$ cat src/rtl/frame_buf_pkg.sv
// Shared types, helpers and MCB section offsets for the frame buffer.
// Callers add the section offsets to a slot base address from frame_buf_ptr_mgr.
package frame_buf_pkg;

  typedef enum logic {
    W_IDLE = 1'b0,
    W_BUSY = 1'b1
  } w_state_t;

  typedef enum logic {
    R_IDLE = 1'b0,
    R_BUSY = 1'b1
  } r_state_t;

  localparam int unsigned LEADER_START_ADDR  = 0;
  localparam int unsigned TRAILER_START_ADDR = 16;
  localparam int unsigned CHUNK_START_ADDR   = 32;
  localparam int unsigned IMAGE_START_ADDR   = 64;

  // A requested depth of 0 still needs one usable slot.
  function automatic int unsigned clamp_depth(input int unsigned req,
                                              input int unsigned max_slots);
    if (req == 0) return 1;
    if (req > max_slots) return max_slots;
    return req;
  endfunction

  function automatic int unsigned log2(input int unsigned v);
    int unsigned r;
    r = 0;
    for (int i = 0; i < 32; i++) begin
      if ((32'd1 << i) < v) r = i + 1;
    end
    return r;
  endfunction

endpackage

$ cat src/rtl/frame_buf_ptr_mgr_ring.sv
// Slot ring: depth, write/read pointers, committed-frame count.
// Every pointer step wraps at depth_r, which is only loaded on a flush.
module frame_slot_ring #(
  parameter int PTR_WIDTH = 2
) (
  input  logic                 clk,
  input  logic                 rst_n,
  input  logic                 flush,
  input  logic [PTR_WIDTH:0]   flush_depth,
  input  logic                 wr_commit,
  input  logic                 wr_rewind,
  input  logic                 rd_take,
  output logic [PTR_WIDTH:0]   depth_r,
  output logic [PTR_WIDTH-1:0] wr_ptr,
  output logic [PTR_WIDTH-1:0] rd_cur,
  output logic [PTR_WIDTH:0]   cnt
);

  logic [PTR_WIDTH-1:0] rd_ptr;

  function automatic logic [PTR_WIDTH-1:0] ptr_inc(input logic [PTR_WIDTH-1:0] p);
    if ({1'b0, p} >= depth_r - 1'b1) return '0;
    return p + 1'b1;
  endfunction

  function automatic logic [PTR_WIDTH-1:0] ptr_dec(input logic [PTR_WIDTH-1:0] p);
    if (p == '0) return PTR_WIDTH'(depth_r - 1'b1);
    return p - 1'b1;
  endfunction

  always_ff @(posedge clk or negedge rst_n) begin
    if (!rst_n) begin
      depth_r <= (PTR_WIDTH+1)'(1 << PTR_WIDTH);
      wr_ptr  <= '0;
      rd_ptr  <= '0;
      rd_cur  <= '0;
      cnt     <= '0;
    end else if (flush) begin
      depth_r <= flush_depth;
      wr_ptr  <= '0;
      rd_ptr  <= '0;
      rd_cur  <= '0;
      cnt     <= '0;
    end else begin
      // Rewind and commit are mutually exclusive (idle vs busy writer).
      if (wr_rewind)      wr_ptr <= ptr_dec(wr_ptr);
      else if (wr_commit) wr_ptr <= ptr_inc(wr_ptr);
      if (rd_take) begin
        rd_cur <= rd_ptr;
        rd_ptr <= ptr_inc(rd_ptr);
      end
      cnt <= cnt + (PTR_WIDTH+1)'(wr_commit) - (PTR_WIDTH+1)'(rd_take)
                 - (PTR_WIDTH+1)'(wr_rewind);
    end
  end

endmodule

$ cat src/rtl/frame_buf_ptr_mgr.sv
// Frame-slot pointer manager: write/read FSMs, flush, drop flags around the slot ring.
// Handshakes: start/done are one-cycle pulses; grant/reject answer one cycle later.
module frame_buf_ptr_mgr
  import frame_buf_pkg::*;
#(
  parameter int PTR_WIDTH    = 2,
  parameter int SHORT_REG_WD = 16,
  parameter int ADDR_WD      = 21,
  parameter int SLOT_SHIFT   = ADDR_WD - PTR_WIDTH
) (
  input  logic                    clk_frame_buf,
  input  logic                    reset_frame_buf_n,
  input  logic                    i_stream_enable,
  input  logic                    i_overwrite_en,
  input  logic [SHORT_REG_WD-1:0] iv_frame_depth,
  input  logic                    i_wr_start,
  input  logic                    i_wr_done,
  output logic                    o_wr_grant,
  output logic                    o_wr_reject,
  output logic [PTR_WIDTH-1:0]    ov_wr_ptr,
  output logic [ADDR_WD-1:0]      ov_wr_base,
  input  logic                    i_rd_req,
  input  logic                    i_rd_done,
  output logic                    o_rd_grant,
  output logic [PTR_WIDTH-1:0]    ov_rd_ptr,
  output logic [ADDR_WD-1:0]      ov_rd_base,
  output logic [PTR_WIDTH:0]      ov_frame_cnt,
  output logic                    o_frame_dropped,
  output logic                    o_buf_overflow
);

  localparam int unsigned DEPTH_MAX = 1 << PTR_WIDTH;

  w_state_t w_state, w_state_n;
  r_state_t r_state, r_state_n;

  logic [PTR_WIDTH:0]   depth_r, cnt, flush_depth;
  logic [PTR_WIDTH-1:0] wr_ptr, rd_cur;
  logic [PTR_WIDTH+1:0] held;
  logic flush, full, can_overwrite;
  logic rd_take, wr_commit, wr_rewind;
  logic grant_n, reject_n, drop_n;

  assign flush       = !i_stream_enable && (w_state == W_IDLE) && (r_state == R_IDLE);
  assign flush_depth = (PTR_WIDTH+1)'(clamp_depth(32'(iv_frame_depth), DEPTH_MAX));
  assign held        = (PTR_WIDTH+2)'(cnt) + (PTR_WIDTH+2)'(r_state == R_BUSY);
  assign full        = (held == (PTR_WIDTH+2)'(depth_r));
  // A read taken this same cycle leaves one fewer committed frame to replace.
  assign can_overwrite = rd_take ? (cnt >= (PTR_WIDTH+1)'(2)) : (cnt != '0);

  always_comb begin
    r_state_n = r_state;
    rd_take   = 1'b0;
    if (r_state == R_IDLE) begin
      if (i_rd_req && (cnt != '0) && !flush) begin
        rd_take   = 1'b1;
        r_state_n = R_BUSY;
      end
    end else if (i_rd_done) begin
      r_state_n = R_IDLE;
    end
  end

  always_comb begin
    w_state_n = w_state;
    grant_n   = 1'b0;
    reject_n  = 1'b0;
    drop_n    = 1'b0;
    wr_rewind = 1'b0;
    wr_commit = 1'b0;
    if (w_state == W_IDLE) begin
      if (i_wr_start) begin
        if (!i_stream_enable) begin
          reject_n = 1'b1;
        end else if (!full) begin
          grant_n   = 1'b1;
          w_state_n = W_BUSY;
        end else if (i_overwrite_en && can_overwrite) begin
          grant_n   = 1'b1;
          wr_rewind = 1'b1;
          drop_n    = 1'b1;
          w_state_n = W_BUSY;
        end else begin
          reject_n = 1'b1;
          drop_n   = 1'b1;
        end
      end
    end else if (i_wr_done) begin
      wr_commit = 1'b1;
      w_state_n = W_IDLE;
    end
  end

  always_ff @(posedge clk_frame_buf or negedge reset_frame_buf_n) begin
    if (!reset_frame_buf_n) begin
      w_state         <= W_IDLE;
      r_state         <= R_IDLE;
      o_wr_grant      <= 1'b0;
      o_wr_reject     <= 1'b0;
      o_rd_grant      <= 1'b0;
      o_frame_dropped <= 1'b0;
      o_buf_overflow  <= 1'b0;
    end else begin
      w_state         <= w_state_n;
      r_state         <= r_state_n;
      o_wr_grant      <= grant_n;
      o_wr_reject     <= reject_n;
      o_rd_grant      <= rd_take;
      o_frame_dropped <= drop_n;
      if (flush)       o_buf_overflow <= 1'b0;
      else if (drop_n) o_buf_overflow <= 1'b1;
    end
  end

  frame_slot_ring #(.PTR_WIDTH(PTR_WIDTH)) u_ring (
    .clk         (clk_frame_buf),
    .rst_n       (reset_frame_buf_n),
    .flush       (flush),
    .flush_depth (flush_depth),
    .wr_commit   (wr_commit),
    .wr_rewind   (wr_rewind),
    .rd_take     (rd_take),
    .depth_r     (depth_r),
    .wr_ptr      (wr_ptr),
    .rd_cur      (rd_cur),
    .cnt         (cnt)
  );

  assign ov_wr_ptr    = wr_ptr;
  assign ov_rd_ptr    = rd_cur;
  assign ov_wr_base   = {wr_ptr, {SLOT_SHIFT{1'b0}}};
  assign ov_rd_base   = {rd_cur, {SLOT_SHIFT{1'b0}}};
  assign ov_frame_cnt = cnt;

endmodule

$ cat config.mk
export PLATFORM = sky130hd
export DESIGN_NAME = frame_buf_ptr_mgr
export DESIGN_NICKNAME = d
export VERILOG_FILES = /design/src/rtl/frame_buf_pkg.sv /design/src/rtl/frame_buf_ptr_mgr_ring.sv /design/src/rtl/frame_buf_ptr_mgr.sv
export SDC_FILE = /design/constraint.sdc
export NUM_CORES = 1
export LEC_CHECK = 0
export CORE_UTILIZATION = 40
export DETAILED_ROUTE_END_ITERATION = 16
export MAX_ROUTING_LAYER = met4
export PLACE_DENSITY = 0.86
export SKIP_CTS_REPAIR_TIMING = 1
export SLEW_MARGIN = 20
export SYNTH_ARGS = -nofsm -noshare
export SYNTH_HDL_FRONTEND = slang
export SYNTH_HIERARCHICAL = 1
export SYNTH_SLANG_ARGS = --single-unit
$ cat constraint.sdc
create_clock -name clk_frame_buf -period 3.7 [get_ports clk_frame_buf]
set_input_delay 0.74 -clock clk_frame_buf [delete_from_list [all_inputs] [get_ports clk_frame_buf]]
set_output_delay 0.74 -clock clk_frame_buf [all_outputs]
set_load 0.1 [all_outputs]
# Word-level counts from Yosys, hierarchy flattened
# Index checks and enable logic that the tools add are counted.
# totals
reg_bits	19
word_cells	100
in_bits	24
# op_classes
n_lt_le_gt_ge	4
reduce_logical	13
n_addsub	8
n_mux	60
eq_ne	1
bitwise	2
# ops
op	n
1-bit 2-to-1 mux	43
2-bit 2-to-1 mux	13
16-bit by 3-bit greater-than comparator with 1-bit output, second input constant	1
16-bit logical NOT	1
3-bit 2-to-1 mux	4
2-bit by 3-bit >= comparator with 1-bit output	2
3-bit nonzero test	2
3-bit by 1-bit subtractor with 3-bit output	2
1-bit logical AND	5
2-bit by 1-bit adder with 2-bit output, second input constant	2
3-bit by 1-bit adder with 4-bit output	1
4-bit by 3-bit == test with 1-bit output	1
2-bit nonzero test	2
3-bit by 1-bit adder with 3-bit output	1
3-bit by 2-bit >= comparator with 1-bit output, second input constant	1
3-bit by 1-bit subtractor with 3-bit output, second input constant	1
1-bit logical NOT	2
2-bit logical NOT	1
1-bit inverter	2
2-bit by 1-bit subtractor with 2-bit output, second input constant	1

# Depth between registers and ports, before layout
# Gate-level depths: netlist (run 1).
# logic_depth
ltp_word	20
depth_mapped	14

# By module
# The synthesis (run 1) kept the hierarchy.
# by_module_without_submodules
module	n_inst	area_per_inst_um2	cells_each
frame_slot_ring	1	775.7	80
frame_buf_ptr_mgr	1	759.5	86

# Worst setup path before layout (run 1)
# OpenSTA, ideal clock, no wires.
# synth_path
path_kind	reg2reg
start	register u_ring.cnt[0]
end	register u_ring.cnt[1]
stages_incl_launch_ff	14
arrival_ps	3371
setup_ps	121
slack_ps	207
required_ps	3579
path_cell_list	dfrtp_1 -> ha_1 -> ha_1 -> xnor3_1 -> and4_4 -> nor2b_4 -> a21boi_1 -> inv_1 -> fa_1 -> inv_1 -> ha_1 -> inv_1 -> ha_1 -> nor2b_1
# synth_via
elab_chain_len	14
elab_cells_between_ends	19
cone_classes	add/sub (4); order compare (1); eq/ne (1); mux (9); reduce/logical (4)
# synth_rtl
item	line_no	rtl
start: declaration	frame_buf_ptr_mgr_ring.sv:16	output logic [PTR_WIDTH:0] cnt
start signal: assignment	frame_buf_ptr_mgr_ring.sv:52	cnt <= cnt + (PTR_WIDTH+1)'(wr_commit) - (PTR_WIDTH+1)'(rd_take)
3-bit nonzero test	frame_buf_ptr_mgr.sv:49, frame_buf_ptr_mgr.sv:55	
1-bit logical AND (2 in a row)	frame_buf_ptr_mgr.sv:55	if (i_rd_req && (cnt != '0) && !flush) begin
1-bit 2-to-1 mux	frame_buf_ptr_mgr.sv:55	
1-bit 2-to-1 mux	frame_buf_ptr_mgr.sv:54	if (r_state == R_IDLE) begin
1-bit 2-to-1 mux	frame_buf_ptr_mgr.sv:49	assign can_overwrite = rd_take ? (cnt >= (PTR_WIDTH+1)'(2)) : (cnt != '0);
1-bit logical AND	frame_buf_ptr_mgr.sv:78	end else if (i_overwrite_en && can_overwrite) begin
1-bit 2-to-1 mux	frame_buf_ptr_mgr.sv:78	
1-bit 2-to-1 mux *	frame_buf_ptr_mgr.sv:75	end else if (!full) begin
1-bit 2-to-1 mux *	frame_buf_ptr_mgr.sv:73	if (!i_stream_enable) begin
1-bit 2-to-1 mux *	frame_buf_ptr_mgr.sv:72	if (i_wr_start) begin
1-bit 2-to-1 mux *	frame_buf_ptr_mgr.sv:71	if (w_state == W_IDLE) begin
via wr_rewind	frame_buf_ptr_mgr.sv:41	logic rd_take, wr_commit, wr_rewind;
3-bit by 1-bit subtractor with 3-bit output *	frame_buf_ptr_mgr_ring.sv:53	- (PTR_WIDTH+1)'(wr_rewind);
3-bit 2-to-1 mux *	frame_buf_ptr_mgr_ring.sv:38	end else if (flush) begin
# The timed path passes the listed nets; every way through them passes the cells marked *.
# A chain may end at the register's enable or synchronous reset.

# Final worst setup path (run 1)
# Same ends and word-level chain as after synthesis.

==> run metrics, run 1 <==
Final Cycle Share=85.80%; global-route wire length before repair=around 4.7 mm; Synth Flop Type=dfrtp_1; sequential share of power=a little over a fifth; final core utilization=between 50% and 60%; XOR/XNOR Fraction of Synth Area=slightly below 5%; CTS tree=built; Multi-input gate area=slightly above 800 µm²; Req. time, crit path=approximately 3800 ps; clock share of power=9.8%; fin crit period=3175 ps; asr flop ratio synth=100.0%; fillers=~350; syn avg cell area=just over 9 µm²; vias in the first global route=1053; area grow syn2layout=21.19%; largest family of logic cells by synthesized area=buffers and inverters; die area=a little over 4000 µm²; largest net degree at the start of global routing=20; CP Launch Type=flop; WS Path Type=flop to flop; DRT Pass-1 Iters=4; Post-synth EDFFs=0; leakage=between 0.8 and 0.9 nW; CTS Buf Count=3; area leader, netlist=dfrtp_1; Crit Path Max Fanout=5; clock root cell=clkbuf_8; outcome=complete, no violations; Cells after DPL=between 200 and 250; number of vias per cell=4.460; Top delay family on crit path=adder cells; Clock Sinks=19; synth top area cells=dfrtp_1 29%, buf_4 21%, ha_1 8.1%; MaxCap Viol Count=0; power after layout=roughly 1.5 mW; Nets=240; std cell rows=22; Total GRT Usage=about 15%; share of the synthesized area in the top cell type=about 29%; Worst Hold Class=flop to flop; FF+latch area=between 400 and 500 µm²; multiplexer share of the synthesized area=between 2 and 2.5%; Fin Hold WS=between 500 and 600 ps; Buffers on Ports=39; TNS Setup=0 ps; WL final=around 2.7 mm; Antenna diodes=0; drt initial violations=35; Core ar.=3661 µm²; #FFs+latches synth=19; RD Place Congestion=0.8592; layout cells sized above 1=7.353%; # setup viols final=0; Switch Pwr=between 0.8 and 0.9 mW; PD cells=between 800 and 900 nW/µm²; Clk Latency, worst-skew pair=250 ps; Clock Skew=approximately 3.7 ps; synthesized cell area=approximately 1500 µm²; simple logic cell fraction of the synthesized area=~14%; most frequent cell after synthesis=buf_4; fin cells=around 250; Crit-path slowest cell=dfrtp_1; buffers plus inverters on the worst setup path=3; critical path arrival=approximately 3300 ps; reg2reg start=u_ring/cnt[0]; Slew HR=35.41%; Hold Fails Final Rpt=0; Worst IR Drop VDD=between 0.2 and 0.3 mV; cell breakdown of the critical path=ha_1 -> ha_1 -> xnor3_1 -> and4_4 -> nor2b_4 -> a21boi_1 -> inv_1 -> fa_1 -> inv_1 -> ha_1 -> inv_1 -> ha_1 -> nor2b_1; CP startpoint=u_ring/cnt[0]; Syn Inst Count=about 170; RSZ-0062 raised after global routing=no; Sw Ratio=between 50% and 60%; Initial Utilization=between 40% and 50%; worst stage delay on the critical path=about 440 ps; Netlist cell types=between 40 and 50; number of top-level pins=78; H-tree depth=1; Synth Area in Compound Gates=between 10% and 20%; Hold Path Origin=o_buf_overflow; register area share after synthesis=between 30% and 40%; Clock Path Buffers=2; f_max=about 310 MHz; total of warnings raised by yosys=6; Pint=roughly 0.60 mW; initial antenna violation count=0; Vert. Die Dim=63.95 µm; worst-margin pin slew=965.9 ps; Synth top cells by count=42 x buf_4, 18 x dfrtp_1, 17 x inv_1; Adder-Cell Fraction of Synth Area=between 10% and 20%; die extent in x=around 64 µm; combinational share of power=approximately 68%; max-slew violation count=0; via count=~1100; grt ovf=0; Routed Antenna Nets=0; Critical Path Sink Type=flop; most used cell, CP=ha_1; placed wire-length estimate=roughly 2.2 mm; clk slew on worst S/H paths=about 80 ps; remaining routing DRC violations=0; routed length per placed instance=10.74 µm
[final timing paths]
kind / cells past startpoint / slack [ps] / endpoint
min in group asynchronous: 1 / 970 / u_ring/cnt[2]
min reg2reg: 1 / 540 / o_buf_overflow
max: 13 / 530 / u_ring/cnt[1]
min: 1 / 540 / o_buf_overflow
max in group asynchronous: 1 / 2210 / u_ring/rd_cur[1]
max reg2reg: 13 / 530 / u_ring/cnt[1]
[sequential cells by signal, summed over array words and instances (netlist names)]
signal / cells
o_buf_overflow: 1
o_wr_reject: 1
o_frame_dropped: 1
o_rd_grant: 1
u_ring/cnt: 3
o_wr_grant: 1
u_ring/rd_cur: 2
u_ring/wr_ptr: 2
u_ring/depth_r: 3
w_state: 1
r_state: 1
u_ring/rd_ptr: 2
[cells in the final DEF, fill, tap and decap left out, types with 2 or more instances in the layout]
master           Yosys  final
o311ai_0             2      2
nor3b_1              4      4
nor2b_1              7      7
ha_1                10     10
o21ai_0              4      4
clkdlybuf4s50_1      0     39
and2_1               2      2
conb_1               1     38
mux2i_1              2      2
nor3_1               2      2
dfrtp_1             18     18
a311oi_1             2      2
buf_4               42      2
nand2_1              5      5
clkbuf_8             0      3
nor4_1               4      4
xnor2_1              3      3
a21oi_1              5      5
nand3_1              3      3
nor2_1               9      9
inv_1               17     17
a21boi_1             2      2
[area by class of cell]
| cell class | count | area share [%] |
|---|---|---|
| multi-input cells | 122 | 43.24 |
| well taps | 48 | 3.228 |
| clock inverters | 1 | 0.2690 |
| inverters | 18 | 3.631 |
| repair buffers | 41 | 21.79 |
| clock buffers | 3 | 2.219 |
| flip-flops and latches | 19 | 25.62 |
[power by group through the flow]
| stage | Clock (mW) | Sequential, mW | Combinational [mW] |
|---|---|---|---|
| 2_1_floorplan | 0 | 0.600 | 0.601 |
| 3_3_place_gp | 0 | 0.335 | 1.01 |
| 3_5_place_dp | 0 | 0.336 | 1.02 |
| 4_1_cts | 0.149 | 0.330 | 1.02 |
| 5_1_grt | 0.160 | 0.340 | 1.08 |
| 6_report | 0.146 | 0.329 | 1.02 |
[per-stage QoR]
step | instance area (µm²) | setup WS (ps)
after detailed placement | 1814 | 525.0
after floorplan | 1674 | 207.4
after global placement | 1814 | 548.4
after global routing | 1861 | 369.1
after CTS | 1861 | 520.3
final | 1861 | 525.3
[per-layer routing]
layer	share of wire, %	global-route usage (%)	routed length (µm)	vias up
met5	0	-	0	-
met4	0	3.125	0	0
met3	4.5	3.214	121	0
met2	56	27.53	1507	33
met1	40	16.07	1077	536
li1	-	-	-	555
[cells by family (layout without fill, tap and decap cells)]
family / count (synthesis) / after routing
adders and majority gates: 12 / 12
xor gates and xnor gates: 6 / 6
other: 1 / 38
buffers and inverters: 62 / 63
AOI/OAI and AO/OA: 24 / 24
muxes: 3 / 3
DFF: 19 / 19
and+or+nand+nor: 39 / 39
(Power assumes the default switching activity.)
==> inputs of run 2 (changes only) <==
- ABC_AREA: default -> 0
- CTS_CLUSTER_SIZE: default -> 24
- REMOVE_ABC_BUFFERS: default -> 1
==> run metrics, run 2 (synthesized netlist as in run 1, its figures left out) <==
outcome=complete, no violations (unchanged); Worst Hold Class=flop to flop (unchanged); max-slew violation count=0 (unchanged); Req. time, crit path=3850 ps (was 3840 ps); CP Launch Type=flop (unchanged); cell breakdown of the critical path=ha_1 -> ha_1 -> xnor3_1 -> and4_4 -> nor2b_4 -> a21boi_1 -> inv_1 -> fa_1 -> inv_1 -> ha_1 -> inv_1 -> ha_1 -> nor2b_1 (unchanged); remaining routing DRC violations=0 (unchanged); Clock Sinks=19 (unchanged); routed length per placed instance=11.38 µm (was 10.74 µm); CTS Buf Count=3 (unchanged); Core ar.=3661 µm² (unchanged); number of top-level pins=78 (unchanged); MaxCap Viol Count=0 (unchanged); RSZ-0062 raised after global routing=no (unchanged); Crit Path Max Fanout=5 (unchanged); most used cell, CP=ha_1 (unchanged); Hold Fails Final Rpt=0 (unchanged); Clk Latency, worst-skew pair=250 ps (about the same); Routed Antenna Nets=0 (unchanged); std cell rows=22 (unchanged); worst stage delay on the critical path=450 ps (was 440 ps); Clock Path Buffers=2 (unchanged); Clock Skew=5.109 ps (was 3.658 ps); DRT Pass-1 Iters=4 (unchanged); Buffers on Ports=39 (unchanged); WS Path Type=flop to flop (unchanged); fin cells=253 (was 252); RD Place Congestion=0.7972 (was 0.8592); Critical Path Sink Type=flop (unchanged); Worst IR Drop VDD=0.4641 mV (was 0.2701 mV); drt initial violations=48 (was 35); Slew HR=35.22% (was 35.41%); number of vias per cell=4.451 (was 4.460); buffers plus inverters on the worst setup path=3 (unchanged); leakage=0.8543 nW (was 0.8492 nW); Top delay family on crit path=adder cells (unchanged); PD cells=805.1 nW/µm² (was 802.4 nW/µm²); Final Cycle Share=86.26% (was 85.80%); fin crit period=3192 ps (was 3175 ps); Regs by FF count=u_ring/cnt: 3 flops, u_ring/depth_r: 3 flops (unchanged); Cells after DPL=249 (was 248); initial antenna violation count=0 (unchanged); f_max=313.3 MHz (was 315.0 MHz); layout cells sized above 1=7.805% (was 7.353%); H-tree depth=1 (unchanged); commonest non-fill, non-tap cell in the layout=clkdlybuf4s50_1 (unchanged); grt ovf=0 (unchanged); commonest non-fill, non-tap cells in the layout=39 x clkdlybuf4s50_1, 38 x conb_1, 18 x dfrtp_1, 17 x inv_1, 10 x ha_1 (unchanged); die area=4090 µm² (unchanged); vias in the first global route=1098 (was 1053); Initial Utilization=41.93% (unchanged); area grow syn2layout=21.68% (was 21.19%); clock root cell=clkbuf_8 (unchanged); TNS Setup=0 ps (unchanged); worst-margin pin slew=968.6 ps (was 965.9 ps); WL final=2.878 mm (was 2.706 mm); global-route wire length before repair=4.823 mm (was 4.726 mm); Antenna diodes=0 (unchanged); Nets=241 (was 240); clk slew on worst S/H paths=70 ps (was 80 ps); Vert. Die Dim=63.95 µm (unchanged); critical path arrival=3340 ps (was 3320 ps); Crit-path slowest cell=dfrtp_1 (unchanged); Total GRT Usage=15.37% (was 14.84%); placed wire-length estimate=2.304 mm (was 2.238 mm); die extent in x=63.95 µm (unchanged); via count=1126 (was 1124); largest net degree at the start of global routing=20 (unchanged); # setup viols final=0 (unchanged); CTS tree=built (unchanged)
==> run 2: cell types whose count changed in the layout (fill, tap and decap cells not counted) <==
cell,change
buf_4,+1
==> run 2: worst register-to-register path, cell delays in order (launching register included) <==
cell and delay (ps):
dfrtp_1 450, ha_1 250, ha_1 180, xnor3_1 350
and4_4 250, nor2b_4 160, a21boi_1 250, inv_1 130
fa_1 370, inv_1 70, ha_1 220, inv_1 60
ha_1 210, nor2b_1 120
==> run 2: cell type report <==
cell class / instances / area [µm²]
clock buffers: 3 / 41.29
flip-flops and latches: 19 / 476.7
multi-input cells: 122 / 804.5
inverters: 18 / 67.56
repair buffers: 42 / 412.9
fillers: 352 / 1793
clock inverters: 1 / 5.005
well taps: 48 / 60.06
==> run 2: layer usage <==
metal  track usage [%]  share of wire, %
met1             17.44                43
met2             27.13                52
met3             3.214               4.9
met4             4.261                 0
met5                 -                 0
==> run 2: report_power, final <==
part	internal, mW	switching [mW]
registers	0.263	0.0712
clock network	0.0748	0.0688
logic	0.266	0.760
total	0.604	0.900
==> run 2: final timing paths <==
kind                              startpoint        endpoint  slack [ps]  depth (start not counted)
hold / removal                o_buf_overflow  o_buf_overflow         550                          1
max in group asynchronous  reset_frame_buf_n         w_state        2180                          1
setup reg to reg               u_ring/cnt[0]   u_ring/cnt[1]         510                         13
hold reg to reg               o_buf_overflow  o_buf_overflow         550                          1
min in group asynchronous  reset_frame_buf_n         r_state         980                          1
setup / recovery               u_ring/cnt[0]   u_ring/cnt[1]         510                         13
==> run 2: stage by stage <==
| stage | utilization [%] | worst slack, ps | power [mW] | hold WS (ps) | cell area (µm²) |
|---|---|---|---|---|---|
| after CTS | 51.03 | 498.9 | 1.519 | 561.0 | 1868 |
| after global placement | 49.76 | 554.2 | 1.346 | 537.0 | 1822 |
| final | 51.03 | 508.4 | 1.504 | 549.9 | 1868 |
| after detailed placement | 49.76 | 515.7 | 1.367 | 541.4 | 1822 |
| after floorplan | - | 159.7 | 1.140 | 444.4 | 1349 |
| after global routing | 51.03 | 329.4 | 1.583 | 577.7 | 1868 |
==> inputs of run 3 (changes only) <==
- CORE_UTILIZATION: 40 -> 45
- DONT_BUFFER_PORTS: default -> 1
- PLACE_DENSITY: 0.86 -> 0.66
==> run metrics, run 3 (synthesized netlist as in run 1, its figures left out) <==
outcome=complete, no violations (unchanged); drt initial violations=28 (was 48); PD cells=903.7 nW/µm² (was 805.1 nW/µm²); CTS Buf Count=3 (unchanged); worst-margin pin slew=1025 ps (was 968.6 ps); Pint=0.4672 mW (was 0.6037 mW); sequential share of power=48.4% (was 22.2%); routed length per placed instance=11.38 µm (about the same); MaxCap Viol Count=0 (unchanged); Slew HR=31.63% (was 35.22%); layout cells sized above 1=13.10% (was 7.805%); critical path arrival=3330 ps (was 3340 ps); Crit-path slowest cell=dfrtp_1 (unchanged); RD Place Congestion=0.8440 (was 0.7972); vias in the first global route=895 (was 1098); clock root cell=clkbuf_4 (was clkbuf_8); combinational share of power=44.0% (was 68.3%); Hold Fails Final Rpt=0 (unchanged); f_max=317.9 MHz (was 313.3 MHz); TNS Setup=0 ps (unchanged); max-slew violation count=0 (unchanged); cell breakdown of the critical path=ha_1 -> ha_1 -> xnor3_1 -> and4_4 -> nor2b_4 -> a21boi_1 -> inv_1 -> fa_1 -> inv_1 -> ha_1 -> inv_1 -> ha_1 -> nor2b_1 (unchanged); Cells after DPL=208 (was 249); power after layout=1.332 mW (was 1.504 mW); initial antenna violation count=0 (unchanged); fin crit period=3146 ps (was 3192 ps); RSZ-0062 raised after global routing=no (unchanged); global-route wire length before repair=3.698 mm (was 4.823 mm); Antenna diodes=0 (unchanged); DRT Pass-1 Iters=4 (unchanged); number of vias per cell=4.646 (was 4.451); worst stage delay on the critical path=450 ps (about the same); commonest non-fill, non-tap cells in the layout=38 x conb_1, 17 x inv_1, 14 x dfrtp_1, 10 x ha_1, 9 x nor2_1 (was 39 x clkdlybuf4s50_1, 38 x conb_1, 18 x dfrtp_1, 17 x inv_1, 10 x ha_1); Total GRT Usage=13.98% (was 15.37%); Critical Path Sink Type=flop (unchanged); Routed Antenna Nets=0 (unchanged); leakage=0.7045 nW (was 0.8543 nW); Sw Ratio=64.93% (was 59.86%); Initial Utilization=48.69% (was 41.93%); Clk Latency, worst-skew pair=290 ps (was 250 ps); Clock Path Buffers=2 (unchanged); Core ar.=3153 µm² (was 3661 µm²); die extent in x=60.41 µm (was 63.95 µm); largest net degree at the start of global routing=20 (unchanged); via count=985 (was 1126); clk slew on worst S/H paths=110 ps (was 70 ps); Nets=204 (was 241); R2R Setup Slk=550 ps (was 510 ps); most used cell, CP=ha_1 (unchanged); grt ovf=0 (unchanged); CP Launch Type=flop (unchanged); RR Endpoint=u_ring/cnt[1] (unchanged); worst reg-to-reg path cell count=13 (unchanged); final instance area=1474 µm² (was 1868 µm²); Req. time, crit path=3880 ps (was 3850 ps); Clock Skew=7.681 ps (was 5.109 ps); area grow syn2layout=-3.994% (was 21.68%); Buffers on Ports=0 (was 39); std cell rows=20 (was 22); commonest non-fill, non-tap cell in the layout=conb_1 (was clkdlybuf4s50_1); Switch Pwr=0.8648 mW (was 0.9003 mW); Clock Sinks=19 (unchanged); clock share of power=7.5% (was 9.5%); # setup viols final=0 (unchanged); fin cells=212 (was 253); number of top-level pins=78 (unchanged); Final Cycle Share=85.02% (was 86.26%); die area=3649 µm² (was 4090 µm²); Worst Hold Class=input pin to asynchronous set/reset pin (was flop to flop); Regs by FF count=u_ring/cnt: 3 flops, u_ring/depth_r: 3 flops (unchanged); reg2reg start=r_state (was u_ring/cnt[0]); final core utilization=46.75% (was 51.03%); Vert. Die Dim=60.41 µm (was 63.95 µm); placed wire-length estimate=2.012 mm (was 2.304 mm); CTS tree=built (unchanged); WS Path Type=flop to flop (unchanged); placed standard-cell area=1446 µm² (was 1822 µm²); Crit Path Max Fanout=5 (unchanged); Worst IR Drop VDD=0.3158 mV (was 0.4641 mV); WL final=2.412 mm (was 2.878 mm); remaining routing DRC violations=0 (unchanged); H-tree depth=1 (unchanged)
[run 3: cell types whose count changed in the layout (fill, tap and decap cells not counted)]
cell	delta
clkbuf_4	+3
clkbuf_8	-3
dfrtp_1	-4
buf_4	+2
clkdlybuf4s50_1	-39
dfrtp_2	+4
[run 3: per-stage QoR]
stage,setup slack [ps],hold slack (ps)
3_3_place_gp,674.5,444.9
5_1_grt,320.2,94.73
4_1_cts,523.0,109.4
6_report,554.2,125.8
3_5_place_dp,580.7,444.9
2_1_floorplan,159.7,444.4
[run 3: worst max-delay path by stage]
| stage | from | endpoint | cells after the start |
|---|---|---|---|
| 2_1_floorplan | u_ring/cnt[0] | u_ring/cnt[1] | 13 |
| 3_3_place_gp | r_state | u_ring/cnt[2] | 12 |
| 3_5_place_dp | r_state | u_ring/cnt[1] | 13 |
| 4_1_cts | r_state | u_ring/cnt[1] | 13 |
| 5_1_grt | r_state | u_ring/cnt[1] | 13 |
| 6_report | r_state | u_ring/cnt[1] | 13 |
[run 3: power groups by stage]
stage               logic, mW  registers (mW)  clock network (mW)
floorplan               0.418           0.722                   0
finish                  0.587           0.645               0.100
CTS                     0.591           0.646               0.108
global placement        0.577           0.648                   0
detailed placement      0.588           0.651                   0
global route            0.632           0.657               0.116
[run 3: metal layers]
metal | global-route usage [%] | wire length, µm | part of all wire [%] | vias to the layer above
met5 | - | 0 | 0 | -
met4 | 5.844 | 26 | 1.1 | 0
met3 | 2.985 | 180 | 7.5 | 2
met2 | 24.49 | 1198 | 50 | 43
met1 | 15.27 | 1007 | 42 | 463
li1 | - | - | - | 477
[run 3: final cells by class]
| type | count | area, µm² |
|---|---|---|
| tap | 44 | 55.05 |
| inverter | 18 | 67.56 |
| clock inverter | 1 | 5.005 |
| timing repair buffer | 5 | 37.54 |
| fill | 342 | 1679 |
| sequential | 19 | 481.7 |
| clock buffer | 3 | 22.52 |
| multi-input combinational | 122 | 804.5 |
[run 3: worst max-delay path, delay by kind of cell, from the launching register on]
kind                       cells  cell delay [ps]
buffers and inverters          3              240
DFF                            1              450
AOI/OAI and AO/OA              1              260
xor gates and xnor gates       1              370
adders and majority gates      5             1190
and+or+nand+nor                3              520
